File: config.mk
export PLATFORM = sky130hd
export DESIGN_NAME = overlay_renderer_flat
export DESIGN_NICKNAME = d
export VERILOG_FILES = /design/src/rtl/overlay_pkg.sv /design/src/rtl/overlay_renderer_if.sv /design/src/rtl/overlay_hit_test.sv /design/src/rtl/overlay_renderer.sv /design/src/flat_wrapper.sv
export SDC_FILE = /design/constraint.sdc
export NUM_CORES = 1
export LEC_CHECK = 0
export ABC_AREA = 1
export CORE_MARGIN = 2
export CORE_UTILIZATION = 33
export DETAILED_ROUTE_END_ITERATION = 16
export PLACE_DENSITY = 0.55
export SYNTH_ARGS = -nofsm -noshare
export SYNTH_HDL_FRONTEND = slang
export SYNTH_SLANG_ARGS = --single-unit
File: constraint.sdc
create_clock -name clk -period 18.9 [get_ports clk]
set_input_delay 3.78 -clock clk [delete_from_list [all_inputs] [get_ports clk]]
set_output_delay 3.78 -clock clk [all_outputs]
set_load 0.03 [all_outputs]
File: src/rtl/overlay_pkg.sv
// Shared types and constants for the overlay renderer: colours, per-element
// origin/visibility record, hit-test modes and the element-count ceiling.
package overlay_pkg;

    typedef logic [23:0] rgb_t;

    localparam rgb_t RGB_RED   = 24'hff0000;
    localparam rgb_t RGB_BLACK = 24'h000000;

    // 8 boxes + 4 windows
    localparam int MAX_ELEMS = 12;

    // Stored coordinate width; wide enough for any supported X_W/Y_W.
    localparam int CFG_W = 16;

    typedef struct packed {
        logic [CFG_W-1:0] x;
        logic [CFG_W-1:0] y;
        logic             en;
    } elem_cfg_t;

    typedef enum logic {
        MODE_OUTLINE = 1'b0,
        MODE_FILL    = 1'b1
    } hit_mode_e;

    function automatic elem_cfg_t make_cfg(input int x, input int y, input logic en);
        elem_cfg_t c;
        c.x  = CFG_W'(x);
        c.y  = CFG_W'(y);
        c.en = en;
        return c;
    endfunction

endpackage

File: src/rtl/overlay_renderer_if.sv
// Pixel, configuration, ROM and output signals of the overlay renderer.
// slave = renderer view, master = source/sink/ROM view.
interface overlay_renderer_if
    import overlay_pkg::*;
#(
    parameter int X_W     = 11,
    parameter int Y_W     = 10,
    parameter int NUM_WIN = 2,
    parameter int ADDR_W  = 10
);
    logic               pix_valid;
    logic [X_W-1:0]     pix_x;
    logic [Y_W-1:0]     pix_y;
    rgb_t               pix_rgb;
    logic               frame_start;
    logic               cfg_we;
    logic [3:0]         cfg_sel;
    logic [X_W-1:0]     cfg_x;
    logic [Y_W-1:0]     cfg_y;
    logic               cfg_en;
    logic [NUM_WIN-1:0] rom_en;
    logic [ADDR_W-1:0]  rom_addr;
    logic [7:0]         rom_data;
    logic               out_valid;
    rgb_t               out_rgb;

    modport slave (
        input  pix_valid, pix_x, pix_y, pix_rgb, frame_start,
        input  cfg_we, cfg_sel, cfg_x, cfg_y, cfg_en,
        output rom_en, rom_addr,
        input  rom_data,
        output out_valid, out_rgb
    );

    modport master (
        output pix_valid, pix_x, pix_y, pix_rgb, frame_start,
        output cfg_we, cfg_sel, cfg_x, cfg_y, cfg_en,
        input  rom_en, rom_addr,
        output rom_data,
        input  out_valid, out_rgb
    );
endinterface

File: src/rtl/overlay_hit_test.sv
// Single-element rectangle test: 1 px perimeter (outline) or interior (fill),
// combinational. Fill mode also yields the pixel offset inside the rectangle.
module overlay_hit_test
    import overlay_pkg::*;
#(
    parameter hit_mode_e MODE = MODE_OUTLINE,
    parameter int        X_W  = 11,
    parameter int        Y_W  = 10,
    parameter int        W    = 100,
    parameter int        H    = 100
) (
    input  elem_cfg_t      cfg,
    input  logic [X_W-1:0] px,
    input  logic [Y_W-1:0] py,
    output logic           hit,
    output logic [X_W-1:0] dx,
    output logic [Y_W-1:0] dy
);
    localparam int CW = CFG_W + 1;

    // One spare bit so a far edge past the last coordinate never wraps to a match.
    logic [CW-1:0] x0, x1, xe;
    logic [CW-1:0] y0, y1, ye;
    logic          in_x, in_y;

    assign x0 = {1'b0, cfg.x};
    assign y0 = {1'b0, cfg.y};
    assign x1 = x0 + CW'(W);
    assign y1 = y0 + CW'(H);
    assign xe = CW'(px);
    assign ye = CW'(py);

    assign dx = X_W'(xe - x0);
    assign dy = Y_W'(ye - y0);

    always_comb begin
        hit  = 1'b0;
        in_x = (xe >= x0) && (xe <= x1);
        in_y = (ye >= y0) && (ye <= y1);
        if (MODE == MODE_OUTLINE) begin
            hit = cfg.en && ((((xe == x0) || (xe == x1)) && in_y) ||
                             (((ye == y0) || (ye == y1)) && in_x));
        end else begin
            hit = cfg.en && (xe >= x0) && (xe < x1) && (ye >= y0) && (ye < y1);
        end
    end
endmodule

File: src/rtl/overlay_renderer.sv
// Draws outline boxes and ROM-backed greyscale windows over a pixel stream.
// Latency 2 cycles, 1 pixel/cycle, no backpressure; config commits at frame_start.
module overlay_renderer
    import overlay_pkg::*;
#(
    parameter int   X_W       = 11,
    parameter int   Y_W       = 10,
    parameter int   NUM_BOXES = 3,
    parameter int   BOX_W     = 100,
    parameter int   BOX_H     = 100,
    parameter rgb_t BOX_COLOR = RGB_RED,
    parameter int   BOX_X0    = 390,
    parameter int   BOX_Y0    = 310,
    parameter int   BOX_PITCH = 200,
    parameter int   NUM_WIN   = 2,
    parameter int   WIN_SIZE  = 30,
    parameter int   WIN_X0    = 590,
    parameter int   WIN_Y0    = 530,
    parameter int   WIN_PITCH = 70,
    parameter int   ADDR_W    = 10
) (
    input  logic                clk,
    input  logic                rst_n,
    overlay_renderer_if.slave   bus
);
    localparam int NE = NUM_BOXES + NUM_WIN;

    function automatic elem_cfg_t rst_cfg(input int i);
        if (i < NUM_BOXES) return make_cfg(BOX_X0 + i * BOX_PITCH, BOX_Y0, 1'b1);
        return make_cfg(WIN_X0 + (i - NUM_BOXES) * WIN_PITCH, WIN_Y0, 1'b1);
    endfunction

    elem_cfg_t pend_q [NE];
    elem_cfg_t pend_d [NE];
    elem_cfg_t act_q  [NE];
    elem_cfg_t act_d  [NE];

    // Out-of-range selects match no element and are dropped.
    always_comb begin
        for (int i = 0; i < NE; i++) begin
            pend_d[i] = pend_q[i];
            if (bus.cfg_we && (bus.cfg_sel == 4'(i))) begin
                pend_d[i] = '{x: CFG_W'(bus.cfg_x), y: CFG_W'(bus.cfg_y), en: bus.cfg_en};
            end
            act_d[i] = bus.frame_start ? pend_d[i] : act_q[i];
        end
    end

    logic           elem_hit [NE];
    logic [X_W-1:0] elem_dx  [NE];
    logic [Y_W-1:0] elem_dy  [NE];

    for (genvar g = 0; g < NE; g++) begin : g_elem
        if (g < NUM_BOXES) begin : g_box
            overlay_hit_test #(
                .MODE(MODE_OUTLINE), .X_W(X_W), .Y_W(Y_W), .W(BOX_W), .H(BOX_H)
            ) u_hit (
                .cfg(act_q[g]), .px(bus.pix_x), .py(bus.pix_y),
                .hit(elem_hit[g]), .dx(elem_dx[g]), .dy(elem_dy[g])
            );
        end else begin : g_win
            overlay_hit_test #(
                .MODE(MODE_FILL), .X_W(X_W), .Y_W(Y_W), .W(WIN_SIZE), .H(WIN_SIZE)
            ) u_hit (
                .cfg(act_q[g]), .px(bus.pix_x), .py(bus.pix_y),
                .hit(elem_hit[g]), .dx(elem_dx[g]), .dy(elem_dy[g])
            );
        end
    end

    logic               box_any, win_any;
    logic [NUM_WIN-1:0] win_oh;
    logic [ADDR_W-1:0]  win_addr;

    logic               s1_vld_q, s1_vld_d;
    logic               s1_box_q, s1_box_d;
    rgb_t               s1_rgb_q, s1_rgb_d;
    logic [NUM_WIN-1:0] rom_en_q, rom_en_d;
    logic [ADDR_W-1:0]  rom_addr_q, rom_addr_d;

    // Descending scan so the lowest-index overlapping window wins.
    always_comb begin
        box_any  = 1'b0;
        win_any  = 1'b0;
        win_oh   = '0;
        win_addr = '0;
        for (int i = 0; i < NUM_BOXES; i++) box_any = box_any | elem_hit[i];
        for (int j = NUM_WIN - 1; j >= 0; j--) begin
            if (elem_hit[NUM_BOXES + j]) begin
                win_any  = 1'b1;
                win_oh   = NUM_WIN'(1) << j;
                win_addr = ADDR_W'(elem_dy[NUM_BOXES + j]) * ADDR_W'(WIN_SIZE)
                         + ADDR_W'(elem_dx[NUM_BOXES + j]);
            end
        end

        s1_vld_d   = bus.pix_valid;
        s1_box_d   = box_any;
        s1_rgb_d   = bus.pix_rgb;
        rom_en_d   = bus.pix_valid ? win_oh : '0;
        rom_addr_d = (bus.pix_valid && win_any) ? win_addr : rom_addr_q;
    end

    logic s2_vld_q, s2_vld_d;
    logic s2_box_q, s2_box_d;
    logic s2_win_q, s2_win_d;
    rgb_t s2_rgb_q, s2_rgb_d;
    rgb_t hold_q,   hold_d;
    rgb_t out_rgb;

    // ROM data arrives during stage 2, so the final colour mux sits after the stage-2 flops.
    always_comb begin
        s2_vld_d = s1_vld_q;
        s2_box_d = s1_box_q;
        s2_win_d = |rom_en_q;
        s2_rgb_d = s1_rgb_q;
        out_rgb  = hold_q;
        if (s2_vld_q) begin
            if (s2_box_q)      out_rgb = BOX_COLOR;
            else if (s2_win_q) out_rgb = {3{bus.rom_data}};
            else               out_rgb = s2_rgb_q;
        end
        hold_d = out_rgb;
    end

    always_ff @(posedge clk) begin
        if (!rst_n) begin
            for (int i = 0; i < NE; i++) begin
                pend_q[i] <= rst_cfg(i);
                act_q[i]  <= rst_cfg(i);
            end
            s1_vld_q   <= 1'b0;
            s1_box_q   <= 1'b0;
            s1_rgb_q   <= RGB_BLACK;
            rom_en_q   <= '0;
            rom_addr_q <= '0;
            s2_vld_q   <= 1'b0;
            s2_box_q   <= 1'b0;
            s2_win_q   <= 1'b0;
            s2_rgb_q   <= RGB_BLACK;
            hold_q     <= RGB_BLACK;
        end else begin
            for (int i = 0; i < NE; i++) begin
                pend_q[i] <= pend_d[i];
                act_q[i]  <= act_d[i];
            end
            s1_vld_q   <= s1_vld_d;
            s1_box_q   <= s1_box_d;
            s1_rgb_q   <= s1_rgb_d;
            rom_en_q   <= rom_en_d;
            rom_addr_q <= rom_addr_d;
            s2_vld_q   <= s2_vld_d;
            s2_box_q   <= s2_box_d;
            s2_win_q   <= s2_win_d;
            s2_rgb_q   <= s2_rgb_d;
            hold_q     <= hold_d;
        end
    end

    assign bus.rom_en    = rom_en_q;
    assign bus.rom_addr  = rom_addr_q;
    assign bus.out_valid = s2_vld_q;
    assign bus.out_rgb   = out_rgb;
endmodule
File: src/flat_wrapper.sv
// flat-port wrapper written by rule: the top's interface ports become plain ports
module overlay_renderer_flat import overlay_pkg::*;
#(
    parameter int   X_W       = 11,
    parameter int   Y_W       = 10,
    parameter int   NUM_BOXES = 3,
    parameter int   BOX_W     = 100,
    parameter int   BOX_H     = 100,
    parameter rgb_t BOX_COLOR = RGB_RED,
    parameter int   BOX_X0    = 390,
    parameter int   BOX_Y0    = 310,
    parameter int   BOX_PITCH = 200,
    parameter int   NUM_WIN   = 2,
    parameter int   WIN_SIZE  = 30,
    parameter int   WIN_X0    = 590,
    parameter int   WIN_Y0    = 530,
    parameter int   WIN_PITCH = 70,
    parameter int   ADDR_W    = 10
)
  (clk, rst_n, bus_pix_valid, bus_pix_x, bus_pix_y, bus_pix_rgb, bus_frame_start, bus_cfg_we, bus_cfg_sel, bus_cfg_x, bus_cfg_y, bus_cfg_en, bus_rom_en, bus_rom_addr, bus_rom_data, bus_out_valid, bus_out_rgb);
  overlay_renderer_if #(.X_W(X_W), .Y_W(Y_W), .NUM_WIN(NUM_WIN), .ADDR_W(ADDR_W)) bus_i ();
  input  logic clk;
  input  logic rst_n;
  input wire logic [$bits(bus_i.pix_valid)-1:0] bus_pix_valid;
  input wire logic [$bits(bus_i.pix_x)-1:0] bus_pix_x;
  input wire logic [$bits(bus_i.pix_y)-1:0] bus_pix_y;
  input wire logic [$bits(bus_i.pix_rgb)-1:0] bus_pix_rgb;
  input wire logic [$bits(bus_i.frame_start)-1:0] bus_frame_start;
  input wire logic [$bits(bus_i.cfg_we)-1:0] bus_cfg_we;
  input wire logic [$bits(bus_i.cfg_sel)-1:0] bus_cfg_sel;
  input wire logic [$bits(bus_i.cfg_x)-1:0] bus_cfg_x;
  input wire logic [$bits(bus_i.cfg_y)-1:0] bus_cfg_y;
  input wire logic [$bits(bus_i.cfg_en)-1:0] bus_cfg_en;
  output wire logic [$bits(bus_i.rom_en)-1:0] bus_rom_en;
  output wire logic [$bits(bus_i.rom_addr)-1:0] bus_rom_addr;
  input wire logic [$bits(bus_i.rom_data)-1:0] bus_rom_data;
  output wire logic [$bits(bus_i.out_valid)-1:0] bus_out_valid;
  output wire logic [$bits(bus_i.out_rgb)-1:0] bus_out_rgb;
  assign bus_i.pix_valid = bus_pix_valid;
  assign bus_i.pix_x = bus_pix_x;
  assign bus_i.pix_y = bus_pix_y;
  assign bus_i.pix_rgb = bus_pix_rgb;
  assign bus_i.frame_start = bus_frame_start;
  assign bus_i.cfg_we = bus_cfg_we;
  assign bus_i.cfg_sel = bus_cfg_sel;
  assign bus_i.cfg_x = bus_cfg_x;
  assign bus_i.cfg_y = bus_cfg_y;
  assign bus_i.cfg_en = bus_cfg_en;
  assign bus_rom_en = bus_i.rom_en;
  assign bus_rom_addr = bus_i.rom_addr;
  assign bus_i.rom_data = bus_rom_data;
  assign bus_out_valid = bus_i.out_valid;
  assign bus_out_rgb = bus_i.out_rgb;
  overlay_renderer #(.X_W(X_W), .Y_W(Y_W), .NUM_BOXES(NUM_BOXES), .BOX_W(BOX_W), .BOX_H(BOX_H), .BOX_COLOR(BOX_COLOR), .BOX_X0(BOX_X0), .BOX_Y0(BOX_Y0), .BOX_PITCH(BOX_PITCH), .NUM_WIN(NUM_WIN), .WIN_SIZE(WIN_SIZE), .WIN_X0(WIN_X0), .WIN_Y0(WIN_Y0), .WIN_PITCH(WIN_PITCH), .ADDR_W(ADDR_W)) u_core (.clk(clk), .rst_n(rst_n), .bus(bus_i));
endmodule
==> flow_summary.yaml <==
status:
  outcome: "complete, no violations"
yosys:
  synth.yosys.seq_area_share_pct: 34.8
  synth_top_area_share_pct: 34.8
  ys_ff_latch: 419
  netlist.top_cell.by_area: "sky130_fd_sc_hd__dfxtp_1"
  yosys_warnings: 0
  synth-edff-count: 0
  asyncSetResetFlopFracSynth_pct: 0
  postSynthCellCount: 3131
  mappedNetlistNets: 3490
  synth_top_flop_cell: "sky130_fd_sc_hd__dfxtp_1"
  synth_cell_types: 59
  synthesis.area_per_instance_um2: 7.70
  synthesis.area_um2: 24100
  synthTopCellsByArea: "sky130_fd_sc_hd__dfxtp_1 35%, sky130_fd_sc_hd__ha_1 12%, sky130_fd_sc_hd__nand2_1 9.7%, sky130_fd_sc_hd__inv_1 6.6%, sky130_fd_sc_hd__a21oi_1 5.6%"
cts:
  cts_buffers: 50
  postCtsHoldBufs: 0
  htree_num_levels: 2
  cts_repair_resize_count: 0
  tritoncts_clock_tree: "done"
  clock_tree.root_cell: "sky130_fd_sc_hd__clkbuf_16"
  count_of_clock_tree_sinks: 419
  worst_skew_pair.late_latency_ns: 0.59
  postCtsSetupRepairBufs: 0
  clock_transition_at_the_registers_of_the_reported_paths_ns: 0.06
  clock_path_buffers: 3
placed_design:
  io_buffer_count: 120
  hpwlAfterDp_um: 47500
  detailedPlace.worstSlack_ns: 9.12
  gp_routability_congestion: 0.853
global_routing:
  first_global_vias: 19078
  global_route.usage.total_pct: 17.6
  grt_overflow: 0
  grt_start_max_net_pins: 99
  antenna_found_initial: 1
  grt_pass1_wl_um: 105000
timing:
  hold_viol: 0
  totalNegativeSetupSlack_ns: 0
  final_max_slew_viol_count: 0
  rsz0062_at_grt: "no"
  period_minus_slack_ns: 9.35
  clock-skew-final_ns: 0.0226
  timing_worst_slew_pin_value_ns: 1.08
  timing.fmax_mhz: 107
  setup_viol_count_final: 0
  maxSlewHeadroom_pct: 27.7
  finalWorstSetupSlack_ns: 9.55
  fin_crit_sh_pct: 49.5
die:
  row_count: 99
  floorplan.io_pins: 121
  floorplan.initialDensity_pct: 33.2
  die_w_um: 274
  core_area_um2: 72600
  die_h_um: 274
  dieArea_um2: 75200
finish:
  fin_util_pct: 38.5
  fillerInstances: 7672
  area_growth_syn_to_layout_pct: 16.0
  final_layout_size_suffix_gt1_share_pct: 4.89
  finalNetCount: 3574
critical_path:
  critical_path.cell_chain: "clkdlybuf4s50_1 -> nand2_1 -> inv_1 -> a21oi_1 -> or2_2 -> nand2_1 -> clkdlybuf4s50_1"
  crit_arrival_ns: 5.57
  critical-path-slowest-cell: "sky130_fd_sc_hd__clkdlybuf4s50_1"
  ff2ff_path_depth: 29
  path_delay_family: "buffers and inverters"
  worst_setup_path_startpoint: "bus_rom_data[4]"
  critical_path.max_fanout: 3
  cpPeakStageDelay_ns: 0.66
  criticalPathCategory: "in2out"
  worst_setup_path_end_kind: "output pin"
  worst-endpoint-required_ns: 15.12
  start_kind: "primary input"
  worst_r2r_startpoint: "u_core.act_q[0][133]$_SDFFE_PN0P_"
  timing.critical_path.buf_inv: 3
  crit_cells: 7
power_and_ir_drop:
  total_leakage_power_uw: 0.0139
  ir_drop_v: 0.000104
  powerDensity_nw_per_um2: 112
route:
  detail_route.wl_per_cell_um: 15.6
  wirelength_um: 65600
  detail_route.first_pass.iterations: 5
  drtIter0Drc: 1022
  drc: 0
  number_of_nets_with_antenna_violations_after_detailed_routing: 0
  route.detailed.vias_per_inst: 4.70
  routed-via-count: 19818
job:
  drv.max_cap_violation_count: 0
worst_hold_path:
  hold_path.startpoint: "u_core.s1_rgb_q[3]$_SDFF_PN0_"
  hold_path_depth: 2
  timing.hold.worst.class: "reg2reg"
## sequential cells by signal (all words and copies together), names as in the netlist
register / count
u_core.pend_q: 165
u_core.s2_rgb_q: 24
u_core.s1_vld_q: 1
u_core.hold_q: 24
u_core.s1_rgb_q: 24
u_core.bus.out_valid: 1
u_core.s2_box_q: 1
u_core.s1_box_q: 1
u_core.act_q: 165
u_core.bus.rom_addr: 10
u_core.s2_win_q: 1
u_core.bus.rom_en: 2
## per-layer routing
layer	up-vias	routed length, um	GRT usage (%)
met5	-	0	0
met4	0	1570	4.73
met3	80	2380	2.48
met2	252	29000	28.6
met1	9059	32600	24.3
li1	10427	-	-
## through the flow
stage	hold slack, ns	power [uW]	instances	instance area [um^2]
4_1_cts	0.407	3170	4212	28000
6_report	0.405	3140	4213	28000
5_1_grt	0.427	3380	4212	28000
3_5_place_dp	0.396	2150	4122	26300
3_3_place_gp	0.395	2140	4122	26300
2_1_floorplan	0.390	1890	3131	24100
## worst reg2reg max path: cells and delay by family (launching register included)
kind	cells	cell delay, ns
buf+inv	5	0.34
compound gates	3	0.43
simple gates	10	0.94
flops	1	0.38
fa+ha+maj	6	2.00
xor+xnor	5	1.31
## cells in the mapped netlist, drive strengths merged, types with 10 or more instances
library cell,number
a21oi,273
clkbuf,100
dfxtp,419
fa,36
ha,239
inv,428
mux2i,110
nand2,622
nand3,106
nand3b,10
nand4,40
nor2,262
nor3,29
nor4,14
o211ai,70
o21ai,162
or2,21
xnor2,28
xor2,87
## area by class of cell
| class | count | area (um^2) | share of cell area (%) |
|---|---|---|---|
| sequential | 419 | 8390 | 30.0 |
| antenna | 1 | 2.50 | 0.00894 |
| tap | 959 | 1200 | 4.29 |
| clock inverter | 17 | 221 | 0.792 |
| inverter | 430 | 1620 | 5.80 |
| clock buffer | 73 | 1500 | 5.36 |
| multi-input combinational | 2173 | 13700 | 48.9 |
| timing repair buffer | 141 | 1360 | 4.87 |
## cells in the final DEF, fill, tap and decap left out, types with 8 or more instances in the layout
cell	instances
sky130_fd_sc_hd__xor2_1	87
sky130_fd_sc_hd__o211ai_1	70
sky130_fd_sc_hd__nor2_1	256
sky130_fd_sc_hd__o21ai_0	156
sky130_fd_sc_hd__clkbuf_1	8
sky130_fd_sc_hd__nand2_1	621
sky130_fd_sc_hd__dfxtp_1	419
sky130_fd_sc_hd__nand4_1	39
sky130_fd_sc_hd__ha_1	239
sky130_fd_sc_hd__buf_4	21
sky130_fd_sc_hd__or2_2	21
sky130_fd_sc_hd__clkdlybuf4s50_1	118
sky130_fd_sc_hd__a21oi_1	270
sky130_fd_sc_hd__inv_1	421
sky130_fd_sc_hd__and2_1	8
sky130_fd_sc_hd__fa_1	36
sky130_fd_sc_hd__nor3_1	28
sky130_fd_sc_hd__mux2i_1	110
sky130_fd_sc_hd__a21o_1	8
sky130_fd_sc_hd__nand3b_1	10
sky130_fd_sc_hd__xnor2_1	28
sky130_fd_sc_hd__nand3_1	97
sky130_fd_sc_hd__clkbuf_16	51
sky130_fd_sc_hd__clkbuf_8	14
sky130_fd_sc_hd__nand3_2	9
sky130_fd_sc_hd__nor4_1	14
## cell families after synthesis
| kind of cell | after synthesis | synth area share [%] |
|---|---|---|
| simple gates | 1117 | 19.5 |
| buf+inv | 539 | 8.51 |
| compound gates | 555 | 13.0 |
| flops | 419 | 34.8 |
| mux | 110 | 4.57 |
| xor+xnor | 116 | 4.27 |
| fa+ha+maj | 275 | 15.4 |
## final timing paths
| path | endpoint | slack (ns) |
|---|---|---|
| worst max-delay path | bus_out_rgb[12] | 9.55 |
| worst min-delay path | u_core.s2_rgb_q[3]$_SDFF_PN0_ | 0.40 |
| worst max register to register | u_core.bus.rom_addr[9]$_SDFFE_PN0P_ | 13.42 |
| worst min register to register | u_core.s2_rgb_q[3]$_SDFF_PN0_ | 0.40 |
## power breakdown
part / internal [uW] / switching [uW] / leakage (uW)
Sequential: 911 / 23.7 / 0.00342
Combinational: 513 / 685 / 0.00961
Clock: 605 / 399 / 0.000838
(Power assumes the default switching activity.)
